File: config.mk
export PLATFORM = sky130hd
export DESIGN_NAME = adder_share_arb
export DESIGN_NICKNAME = d
export VERILOG_FILES = /design/src/rtl/adder_share_arb.sv
export SDC_FILE = /design/constraint.sdc
export NUM_CORES = 1
export LEC_CHECK = 0
export ABC_CLOCK_PERIOD_IN_PS = 5690
export CELL_PAD_IN_SITES_DETAIL_PLACEMENT = 1
export CELL_PAD_IN_SITES_GLOBAL_PLACEMENT = 2
export CORE_AREA = 2 2 184 186
export DETAILED_ROUTE_END_ITERATION = 6
export DIE_AREA = 0 0 186 188
export PLACE_DENSITY = 0.87
export SKIP_LAST_GASP = 1
export SLEW_MARGIN = 25
export SYNTH_ARGS = -nofsm -noshare
export SYNTH_HDL_FRONTEND = slang
export SYNTH_SLANG_ARGS = --single-unit
File: constraint.sdc
create_clock -name clk -period 5.69 [get_ports clk]
set_clock_uncertainty 0.15 [all_clocks]
set_input_delay 1.138 -clock clk [delete_from_list [all_inputs] [get_ports clk]]
set_output_delay 1.138 -clock clk [all_outputs]
set_load 0.05 [all_outputs]
File: src/rtl/adder_share_arb.sv
`default_nettype none
// ============================================================================
// Module   : adder_share_arb
// Purpose  : Round-robin arbiter/sequencer sharing one external adder among
//            NUM_REQ requesters. Registers the granted operands onto the
//            adder inputs, waits ADD_CYCLES clocks, then captures the result
//            into an ID-tagged response register.
// Revision : 1.0 - initial release
// ============================================================================
module adder_share_arb #(
    parameter int NUM_REQ    = 4,
    parameter int WIDTH      = 32,
    parameter int ID_W       = 2,
    parameter int ADD_CYCLES = 1,
    parameter int CNT_W      = 16
) (
    input  logic                     clk,
    input  logic                     rst_n,
    input  logic [NUM_REQ-1:0]       req_valid_i,
    output logic [NUM_REQ-1:0]       req_ready_o,
    input  logic [NUM_REQ*WIDTH-1:0] req_a_i,
    input  logic [NUM_REQ*WIDTH-1:0] req_b_i,
    input  logic [NUM_REQ-1:0]       req_ci_i,
    output logic [WIDTH-1:0]         add_a_o,
    output logic [WIDTH-1:0]         add_b_o,
    output logic                     add_ci_o,
    input  logic [WIDTH-1:0]         add_s_i,
    input  logic                     add_co_i,
    output logic                     resp_valid_o,
    input  logic                     resp_ready_i,
    output logic [ID_W-1:0]          resp_id_o,
    output logic [WIDTH-1:0]         resp_sum_o,
    output logic                     resp_co_o,
    output logic                     busy_o,
    output logic [CNT_W-1:0]         op_count_o
);

    localparam logic [1:0] S_IDLE = 2'd0;
    localparam logic [1:0] S_EXEC = 2'd1;
    localparam logic [1:0] S_RESP = 2'd2;

    logic [1:0]       state_q, state_d;
    logic [ID_W-1:0]  rr_ptr_q;
    logic [3:0]       cnt_q;
    logic [WIDTH-1:0] add_a_q, add_b_q, resp_sum_q;
    logic             add_ci_q, resp_co_q, resp_valid_q;
    logic [ID_W-1:0]  resp_id_q;
    logic [CNT_W-1:0] op_count_q;

    logic [ID_W:0]    w_idx;
    logic [ID_W-1:0]  w_grant;
    logic             w_grant_vld;
    logic [WIDTH-1:0] w_sel_a, w_sel_b;
    logic             w_sel_ci;
    logic [ID_W-1:0]  w_rr_next;
    logic             w_accept;

    // Rotating priority search: first valid requester at or above rr_ptr.
    always_comb begin
        w_grant_vld = 1'b0;
        w_grant     = '0;
        w_idx       = '0;
        for (int i = 0; i < NUM_REQ; i++) begin
            w_idx = {1'b0, rr_ptr_q} + (ID_W+1)'(i);
            if (w_idx >= (ID_W+1)'(NUM_REQ)) begin
                w_idx = w_idx - (ID_W+1)'(NUM_REQ);
            end
            if (!w_grant_vld && req_valid_i[w_idx[ID_W-1:0]]) begin
                w_grant_vld = 1'b1;
                w_grant     = w_idx[ID_W-1:0];
            end
        end
    end

    // Operand mux for the granted requester and the next pointer value.
    always_comb begin
        w_sel_a  = '0;
        w_sel_b  = '0;
        w_sel_ci = 1'b0;
        for (int i = 0; i < NUM_REQ; i++) begin
            if (w_grant == ID_W'(i)) begin
                w_sel_a  = req_a_i[i*WIDTH +: WIDTH];
                w_sel_b  = req_b_i[i*WIDTH +: WIDTH];
                w_sel_ci = req_ci_i[i];
            end
        end
        if (w_grant == ID_W'(NUM_REQ-1)) begin
            w_rr_next = '0;
        end else begin
            w_rr_next = w_grant + ID_W'(1);
        end
    end

    assign w_accept = (state_q == S_IDLE) && w_grant_vld;

    // State register.
    always_ff @(posedge clk or negedge rst_n) begin
        if (!rst_n) begin
            state_q <= S_IDLE;
        end else begin
            state_q <= state_d;
        end
    end

    // Next-state logic.
    always_comb begin
        state_d = state_q;
        case (state_q)
            S_IDLE:  if (w_grant_vld)       state_d = S_EXEC;
            S_EXEC:  if (cnt_q == 4'd1)     state_d = S_RESP;
            S_RESP:  if (resp_ready_i)      state_d = S_IDLE;
            default:                        state_d = S_IDLE;
        endcase
    end

    // Output logic: ready is offered only to the current grant while idle.
    always_comb begin
        req_ready_o = '0;
        if (state_q == S_IDLE && w_grant_vld) begin
            req_ready_o[w_grant] = 1'b1;
        end
    end

    // Datapath: operand launch, settle countdown, result capture, counter.
    always_ff @(posedge clk or negedge rst_n) begin
        if (!rst_n) begin
            rr_ptr_q     <= '0;
            cnt_q        <= '0;
            add_a_q      <= '0;
            add_b_q      <= '0;
            add_ci_q     <= 1'b0;
            resp_valid_q <= 1'b0;
            resp_id_q    <= '0;
            resp_sum_q   <= '0;
            resp_co_q    <= 1'b0;
            op_count_q   <= '0;
        end else begin
            if (w_accept) begin
                add_a_q   <= w_sel_a;
                add_b_q   <= w_sel_b;
                add_ci_q  <= w_sel_ci;
                resp_id_q <= w_grant;
                rr_ptr_q  <= w_rr_next;
                cnt_q     <= 4'(ADD_CYCLES);
            end
            if (state_q == S_EXEC) begin
                cnt_q <= cnt_q - 4'd1;
                if (cnt_q == 4'd1) begin
                    resp_sum_q   <= add_s_i;
                    resp_co_q    <= add_co_i;
                    resp_valid_q <= 1'b1;
                end
            end
            if (state_q == S_RESP && resp_ready_i) begin
                resp_valid_q <= 1'b0;
                op_count_q   <= op_count_q + CNT_W'(1);
            end
        end
    end

    assign add_a_o      = add_a_q;
    assign add_b_o      = add_b_q;
    assign add_ci_o     = add_ci_q;
    assign resp_valid_o = resp_valid_q;
    assign resp_id_o    = resp_id_q;
    assign resp_sum_o   = resp_sum_q;
    assign resp_co_o    = resp_co_q;
    assign op_count_o   = op_count_q;
    assign busy_o       = (state_q != S_IDLE);

endmodule
`default_nettype wire
==> impl_metrics.env, run 1 <==
export IMPL_outcome="finished clean"
export IMPL_wl_per_cell_um=18.77
export IMPL_ioPinCount=422
export IMPL_start_util_pct=21.54
export IMPL_port_buffers=421
export IMPL_critPathKind="in -> out"
export IMPL_grt_total_usage_pct=18.09
export IMPL_critPathMaxFanout=52
export IMPL_syn_inst=854
export IMPL_nets=1540
export IMPL_grt_antenna_before_repair=0
export IMPL_cts_root_buf="clkbuf_16"
export IMPL_vias_per_cell=4.568
export IMPL_start_kind="primary input"
export IMPL_setup_tns_ns=0
export IMPL_period_needed_ns=4.677
export IMPL_power_density_mw_per_mm2=589.6
export IMPL_area_delta_synth_final_pct=72.63
export IMPL_avgSynthCellArea_um2=8.351
export IMPL_required_ns=4.40
export IMPL_hold_violations=0
export IMPL_post_cts_setup_buffer_count=0
export IMPL_routed_wl_um=31800
export IMPL_setup_violations=0
export IMPL_finalCritPeriodShare_pct=82.20
export IMPL_fill_cells=3822
export IMPL_grt_pass1_wl_um=48010
export IMPL_rsz0062_at_grt="no"
export IMPL_ys_async_sr_fraction_pct=100.0
export IMPL_maxSlewViolCount=0
export IMPL_fp_row_count=67
export IMPL_setup_ws_ns=1.013
export IMPL_slew_headroom_pct=33.65
export IMPL_numClockSinks=125
export IMPL_cts_buffers=17
export IMPL_dr_total_vias=7739
export IMPL_ctsHoldBuffers=0
export IMPL_first_iter_violations=248
export IMPL_clkLatencyLatePin_ns=0.43
export IMPL_maxCapViolCount=0
export IMPL_synthesis_area_mm2=0.007132
export IMPL_ant_nets=0
export IMPL_die_width_um=186
export IMPL_ys_types=38
export IMPL_routabilityCongestion=0.7395
export IMPL_p_leak_nw=5.106
export IMPL_diodes=0
export IMPL_tightest_slew_ns=0.9953
export IMPL_synth_most_common_cell="a21oi_1"
export IMPL_endpoint_kind="output pin"
export IMPL_arrival_ns=3.39
export IMPL_synth_edff_count=0
export IMPL_cts_tree="built"
export IMPL_synth_seq_cells=125
export IMPL_hold_class="reg -> reg"
export IMPL_die_h_um=188
export IMPL_synth_warnings=0
export IMPL_synth_seq_area_share_pct=43.86
export IMPL_cts_resized=0
export IMPL_synth_top_cell_area_share_pct=43.86
export IMPL_clk_pin_slew_ns=0.06
export IMPL_synth_area_leaders="dfrtp_1 (44%), a21oi_1 (14%), a22oi_1 (6.9%), o21ai_0 (4.8%), nand2_1 (4.3%)"
export IMPL_yosys_top_cells_count="a21oi_1 (199), dfrtp_1 (125), nand2_1 (81)"
export IMPL_grt_pass1_vias=8365
export IMPL_max_vdd_ir_drop_v=0.0003042
export IMPL_pre_cts_slack_ns=0.9950
export IMPL_syn_nets=1161
export IMPL_drt_pre_antenna_iters=4
export IMPL_grt_max_degree=131
export IMPL_clk_path_buf_depth=2
export IMPL_dieArea_mm2=0.03497
export IMPL_core_mm2=0.03311
export IMPL_place_hpwl_um=23070
export IMPL_drive_above_1_share_pct=7.303
export IMPL_htreeDepth=4
export IMPL_hold_ws_ns=0.3284
export IMPL_grt_ovfl_total=0
export IMPL_fmaxAchievable_mhz=213.8
export IMPL_synth_top_cell_by_area="dfrtp_1"
export IMPL_synth_main_ff_cell="dfrtp_1"
export IMPL_drc=0
[registers in the layout, indices dropped and copies added, names as in the netlist]
signal	flops
add_a_o	32
resp_id_o	2
resp_valid_o	1
add_ci_o	1
add_b_o	32
state_q	2
resp_sum_o	32
cnt_q	4
rr_ptr_q	2
op_count_o	16
resp_co_o	1
[final cells by class]
type	count	area (um^2)	area share, %
clock buffer	18	429.2	3.486
timing repair buffer	431	4305	34.97
clock inverter	14	182.7	1.484
multi-input combinational	586	3436	27.91
inverter	72	270.3	2.195
sequential	125	3128	25.41
tap	448	560.5	4.553
[power breakdown]
part / internal [W] / switching (W) / total (W)
Combinational: 0.00161 / 0.00291 / 0.00452
Clock: 0.000698 / 0.000463 / 0.00116
Sequential: 0.00131 / 0.000260 / 0.00157
Total: 0.00363 / 0.00363 / 0.00726
[per-layer routing]
layer  wire length [um]  vias up  global-route usage [%]  share of wire (%)
met3               2853       46                   6.933                9.0
met4                790        0                   5.815                2.5
met2              16130      282                   32.76                 51
met1              12030     3719                   19.05                 38
met5                  0        -                       0                  0
li1                   -     3692                       -                  -
[layout by cell type, fill, tap and decap left out, types with 4 or more instances in the layout]
cell,synthesis,routed
xor2_1,8,8
clkdlybuf4s50_1,0,416
mux2_4,16,16
nand2_1,81,81
inv_6,0,4
nor2_1,72,72
nand3_1,6,6
xnor2_1,7,7
and2_1,6,6
a21oi_1,199,199
inv_1,72,72
clkbuf_16,0,17
mux2_2,17,17
o21ai_0,69,69
a22oi_1,66,66
dfrtp_1,125,125
buf_4,1,12
[logic make-up (layout without fill, tap and decap cells)]
group / after synthesis / count (layout) / share of synthesized area, %
AOI/OAI and AO/OA: 338 / 338 / 26.19
and+or+nand+nor: 191 / 191 / 11.95
buffers and inverters: 143 / 535 / 8.597
DFF: 125 / 125 / 43.86
muxes: 35 / 35 / 6.333
xor gates and xnor gates: 15 / 15 / 1.842
adders and majority gates: 7 / 7 / 1.228
[final timing paths]
| kind | startpoint | endpoint | slack [ns] | cells past startpoint |
|---|---|---|---|---|
| worst max-delay path | req_valid_i[0] | req_ready_o[2] | 1.01 | 8 |
| worst min-delay path | op_count_o[15] | op_count_o[15] | 0.33 | 1 |
| worst max register to register | rr_ptr_q[1] | add_a_o[2] | 2.22 | 10 |
| worst min register to register | op_count_o[15] | op_count_o[15] | 0.33 | 1 |
| max in group asynchronous | rst_n | resp_sum_o[4] | 3.63 | 2 |
| min in group asynchronous | rst_n | op_count_o[15] | 0.65 | 1 |
[per-stage QoR]
| stage | cell area, um^2 | util (%) | instances | total power (W) |
|---|---|---|---|---|
| final | 12310 | 37.18 | 1694 | 0.007259 |
| after CTS | 12310 | 37.18 | 1694 | 0.007396 |
| after detailed placement | 11700 | 35.33 | 1662 | 0.006175 |
| after global placement | 11700 | 35.33 | 1662 | 0.006086 |
| after global routing | 12310 | 37.18 | 1694 | 0.007753 |
| after floorplan | 7132 | - | 854 | 0.004560 |
[worst max-delay path, cell delays in order]
cell and delay [ns]:
clkdlybuf4s50_1 0.56, a21oi_1 0.09, o21a_1 0.18, o22ai_1 0.39, inv_1 0.21, ha_4 0.37
and2_1 0.23, buf_4 0.19
Note: power is estimated with default switching activity, not from simulation.
==> run 2, diff against run 1 <==
Settings changed: ABC_CLOCK_PERIOD_IN_PS 5690 to 3840, CORE_AREA 2 2 184 186 to 2 2 203 205, DIE_AREA 0 0 186 188 to 0 0 205 207, PLACE_DENSITY 0.87 to 0.76.
Clock period 5.69 ns to 3.84 ns, I/O delays scaled along.
==> impl_metrics.env, run 2 (synthesis results as in run 1) <==
export IMPL_setup_tns_ns=0
export IMPL_maxSlewViolCount=0
export IMPL_tightest_slew_ns=0.8834
export IMPL_hold_violations=0
export IMPL_place_hpwl_um=24460
export IMPL_htreeDepth=4
export IMPL_cts_root_buf="clkbuf_16"
export IMPL_cellInternalPower_w=0.005303
export IMPL_p_sw_share_pct=50.41
export IMPL_grt_pass1_wl_um=49160
export IMPL_drt_pre_antenna_iters=4
export IMPL_die_h_um=207
export IMPL_final_common_cell="clkdlybuf4s50_1"
export IMPL_port_buffers=421
export IMPL_period_needed_ns=3.659
export IMPL_dieArea_mm2=0.04244
export IMPL_setup_violations=0
export IMPL_grt_antenna_before_repair=3
export IMPL_grt_total_usage_pct=15.22
export IMPL_fill_cells=4800
export IMPL_fmaxAchievable_mhz=273.3
export IMPL_numClockSinks=125
export IMPL_drc=0
export IMPL_power_density_mw_per_mm2=857.4
export IMPL_pre_cts_slack_ns=0.02082
export IMPL_hold_class="in -> async"
export IMPL_post_cts_setup_buffer_count=0
export IMPL_fp_row_count=74
export IMPL_rrSetupSlack_ns=0.89
export IMPL_finalCritPeriodShare_pct=95.28
export IMPL_start_kind="primary input"
export IMPL_drive_above_1_share_pct=7.526
export IMPL_most_common_layout_cells="clkdlybuf4s50_1 (416), a21oi_1 (199), dfrtp_1 (125)"
export IMPL_grt_pass1_vias=8132
export IMPL_p_comb_share_pct=63.4
export IMPL_grt_ovfl_total=0
export IMPL_first_iter_violations=300
export IMPL_area_delta_synth_final_pct=74.88
export IMPL_arrival_ns=2.74
export IMPL_die_width_um=205
export IMPL_setup_ws_ns=0.1811
export IMPL_power_share_clock_pct=14.9
export IMPL_switchingPower_w=0.005390
export IMPL_ant_nets=0
export IMPL_reg2reg_from="rr_ptr_q[1]"
export IMPL_start_util_pct=17.67
export IMPL_clkLatencyLatePin_ns=0.43
export IMPL_max_vdd_ir_drop_v=0.0004729
export IMPL_fin_util_pct=30.90
export IMPL_outcome="finished clean"
export IMPL_critPathKind="in -> out"
export IMPL_slew_headroom_pct=41.11
export IMPL_routed_wl_um=32840
export IMPL_clk_pin_slew_ns=0.06
export IMPL_cts_resized=0
export IMPL_endpoint_kind="output pin"
export IMPL_p_leak_nw=5.124
export IMPL_wl_per_cell_um=18.43
export IMPL_vias_per_cell=4.330
export IMPL_dr_total_vias=7716
export IMPL_rsz0062_at_grt="no"
export IMPL_ctsHoldBuffers=0
export IMPL_routabilityCongestion=0.7924
export IMPL_clk_path_buf_depth=2
export IMPL_cts_tree="built"
export IMPL_required_ns=2.92
export IMPL_nets=1544
export IMPL_ioPinCount=422
export IMPL_grt_max_degree=131
export IMPL_cp_startpoint="req_valid_i[0]"
export IMPL_maxCapViolCount=0
export IMPL_p_seq_share_pct=21.7
export IMPL_core_mm2=0.04037
export IMPL_cts_buffers=17
export IMPL_critPathMaxFanout=5
-- run 2: power by group through the flow --
stage / clock network [W] / logic (W) / registers (W)
6_report: 0.00159 / 0.00678 / 0.00232
5_1_grt: 0.00173 / 0.00732 / 0.00241
4_1_cts: 0.00167 / 0.00692 / 0.00233
3_5_place_dp: 0 / 0.00690 / 0.00235
3_3_place_gp: 0 / 0.00684 / 0.00232
2_1_floorplan: 0 / 0.00249 / 0.00427
-- run 2: worst paths after layout --
path,to,depth (start not counted)
worst max-delay path,req_ready_o[0],8
worst min-delay path,add_b_o[25],1
worst max register to register,add_a_o[4],9
worst min register to register,op_count_o[15],1
max in group asynchronous,resp_sum_o[7],2
min in group clk,op_count_o[15],1
-- run 2: cell type report --
| class | count | area [um^2] | share of cell area (%) |
|---|---|---|---|
| antenna | 1 | 2.502 | 0.02006 |
| clock buffer | 19 | 442.9 | 3.551 |
| clock inverter | 12 | 116.4 | 0.9330 |
| inverter | 72 | 270.3 | 2.167 |
| multi-input combinational | 586 | 3436 | 27.55 |
| sequential | 125 | 3128 | 25.08 |
| tap | 532 | 665.6 | 5.337 |
| timing repair buffer | 435 | 4410 | 35.36 |
-- run 2: layer usage --
| metal | part of all wire [%] | track usage, % | vias to the layer above |
|---|---|---|---|
| met3 | 8.7 | 5.727 | 31 |
| met1 | 39 | 16.75 | 3692 |
| met2 | 50 | 27.24 | 280 |
| met5 | 0.082 | 0 | - |
| li1 | - | - | 3709 |
| met4 | 1.7 | 3.994 | 4 |
-- run 2: through the flow --
| step | power [W] | std cells | cell area [um^2] | hold slack, ns |
|---|---|---|---|---|
| floorplan | 0.006756 | 854 | 7132 | 0.3224 |
| global placement | 0.009152 | 1750 | 11910 | 0.3104 |
| detailed placement | 0.009248 | 1750 | 11910 | 0.3182 |
| CTS | 0.01092 | 1781 | 12470 | 0.2959 |
| global route | 0.01145 | 1782 | 12470 | 0.3190 |
| finish | 0.01069 | 1782 | 12470 | 0.2610 |
-- run 2: critical path, cell delays in order --
cell             delay, ns
clkdlybuf4s50_1       0.48
mux2i_1               0.18
nor2_1                0.06
nor3_1                0.41
inv_1                 0.17
ha_2                  0.25
and2_1                0.20
buf_4                 0.21
==> run 3, diff against run 2 <==
Settings changed: ABC_CLOCK_PERIOD_IN_PS 3840 to 4300, CORE_AREA 2 2 203 205 to 2 2 184 186, DIE_AREA 0 0 205 207 to 0 0 186 188, PLACE_DENSITY 0.76 to 0.87.
Clock period 3.84 ns to 4.3 ns, I/O delays scaled along.
==> impl_metrics.env, run 3 (synthesis results as in run 1) <==
export IMPL_routed_wl_um=31290
export IMPL_hold_depth=1
export IMPL_clk_path_buf_depth=2
export IMPL_port_buffers=421
export IMPL_tightest_slew_ns=0.8990
export IMPL_fill_cells=3847
export IMPL_grt_pass1_wl_um=46950
export IMPL_die_width_um=186
export IMPL_cts_tree="built"
export IMPL_p_seq_share_pct=21.7
export IMPL_min_from="op_count_o[15]"
export IMPL_dpl_cell_area_mm2=0.01177
export IMPL_place_hpwl_um=22710
export IMPL_drive_above_1_share_pct=7.229
export IMPL_cpMostUsedCell="buf_4"
export IMPL_power_density_mw_per_mm2=772.6
export IMPL_dieArea_mm2=0.03497
export IMPL_final_common_cell="clkdlybuf4s50_1"
export IMPL_p_sw_share_pct=50.05
export IMPL_maxCapViolCount=0
export IMPL_setup_violations=0
export IMPL_ant_nets=0
export IMPL_drt_pre_antenna_iters=5
export IMPL_fin_total_pwr_w=0.009535
export IMPL_grt_max_degree=131
export IMPL_p_leak_nw=5.113
export IMPL_cpMaxStageDelayCell="clkdlybuf4s50_1"
export IMPL_first_iter_violations=267
export IMPL_grt_total_usage_pct=17.60
export IMPL_area_delta_synth_final_pct=73.05
export IMPL_routabilityCongestion=0.7670
export IMPL_grt_pass1_vias=8152
export IMPL_cellInternalPower_w=0.004763
export IMPL_rrSetupSlack_ns=1.44
export IMPL_most_common_layout_cells="clkdlybuf4s50_1 (416), a21oi_1 (199), dfrtp_1 (125)"
export IMPL_reg2reg_from="rr_ptr_q[1]"
export IMPL_switchingPower_w=0.004772
export IMPL_drc=0
export IMPL_endpoint_kind="output pin"
export IMPL_grt_ovfl_total=0
export IMPL_path_cells="clkdlybuf4s50_1 > mux2i_1 > nor2_1 > nor3_1 > buf_4 > inv_1 > ha_2 > and2_1 > buf_4"
export IMPL_core_mm2=0.03311
export IMPL_slew_headroom_pct=40.07
export IMPL_max_stage_delay_ns=0.49
export IMPL_fmaxAchievable_mhz=266.5
export IMPL_die_h_um=188
export IMPL_vias_per_cell=4.512
export IMPL_cts_root_buf="clkbuf_16"
export IMPL_clkLatencyLatePin_ns=0.42
export IMPL_htreeDepth=4
export IMPL_setup_tns_ns=0
export IMPL_outcome="finished clean"
export IMPL_finalCritPeriodShare_pct=87.27
export IMPL_hold_class="reg -> reg"
export IMPL_p_comb_share_pct=63.0
export IMPL_numClockSinks=125
export IMPL_r2r_end="add_a_o[2]"
export IMPL_post_cts_setup_buffer_count=0
export IMPL_start_util_pct=21.54
export IMPL_reg2reg_depth=9
export IMPL_arrival_ns=2.74
export IMPL_dr_total_vias=7644
export IMPL_power_share_clock_pct=15.2
export IMPL_maxSlewViolCount=0
export IMPL_rsz0062_at_grt="no"
export IMPL_fp_row_count=67
export IMPL_design_area_mm2=0.01234
export IMPL_required_ns=3.29
export IMPL_max_vdd_ir_drop_v=0.0003860
export IMPL_grt_antenna_before_repair=1
export IMPL_clk_pin_slew_ns=0.06
export IMPL_wl_per_cell_um=18.47
export IMPL_start_kind="primary input"
export IMPL_period_needed_ns=3.752
export IMPL_critPathMaxFanout=5
export IMPL_nets=1540
export IMPL_cts_resized=0
export IMPL_ctsHoldBuffers=0
export IMPL_cts_buffers=17
export IMPL_ioPinCount=422
export IMPL_critPathKind="in -> out"
export IMPL_min_to="op_count_o[15]"
export IMPL_hold_violations=0
-- run 3: area by class of cell --
| cell class | instances | area [um^2] | area share [%] |
|---|---|---|---|
| Clock inverter | 13 | 140.1 | 1.135 |
| Clock buffer | 18 | 429.2 | 3.477 |
| Tap cell | 448 | 560.5 | 4.542 |
| Antenna cell | 1 | 2.502 | 0.02028 |
| Timing Repair Buffer | 431 | 4375 | 35.45 |
| Multi-Input combinational cell | 586 | 3436 | 27.84 |
| Sequential cell | 125 | 3128 | 25.34 |
| Inverter | 72 | 270.3 | 2.190 |
-- run 3: worst max path at each step --
| stage | slack [ns] | cells past startpoint | end | startpoint |
|---|---|---|---|---|
| after global placement | 0.56 | 9 | req_ready_o[2] | req_valid_i[0] |
| after global routing | 0.43 | 9 | req_ready_o[2] | req_valid_i[0] |
| after floorplan | 0.65 | 8 | req_ready_o[3] | req_valid_i[2] |
| after CTS | 0.52 | 9 | req_ready_o[2] | req_valid_i[0] |
| final | 0.55 | 9 | req_ready_o[0] | req_valid_i[0] |
| after detailed placement | 0.54 | 9 | req_ready_o[2] | req_valid_i[0] |
-- run 3: power by group through the flow --
stage	combinational (W)	sequential [W]	clock (W)
4_1_cts	0.00611	0.00208	0.00151
5_1_grt	0.00648	0.00215	0.00156
3_5_place_dp	0.00609	0.00210	0
6_report	0.00601	0.00207	0.00145
3_3_place_gp	0.00599	0.00207	0
2_1_floorplan	0.00222	0.00381	0
-- run 3: routing by layer --
metal  vias to the layer above  global-route usage, %  wire [um]
li1                       3687                      -          -
met1                      3673                  19.56      12290
met2                       264                  31.81      15990
met3                        20                  6.098       2594
met4                         0                  4.240        411
met5                         -                      0          0
-- run 3: worst max-delay path, delay by kind of cell --
family	cells	cell delay, ns
AND/OR/NAND/NOR	3	0.45
multiplexers	1	0.18
adder cells (fa/ha/maj)	1	0.22
buffers and inverters	4	1.02
-- run 3: per-stage QoR --
| step | hold slack (ns) | setup WS [ns] | std cells | util (%) |
|---|---|---|---|---|
| floorplan | 0.3416 | 0.6457 | 854 | - |
| global placement | 0.3069 | 0.5585 | 1662 | 35.52 |
| detailed placement | 0.3172 | 0.5377 | 1662 | 35.53 |
| CTS | 0.3278 | 0.5201 | 1693 | 37.25 |
| global route | 0.3487 | 0.4285 | 1693 | 37.26 |
| finish | 0.3255 | 0.5476 | 1694 | 37.27 |
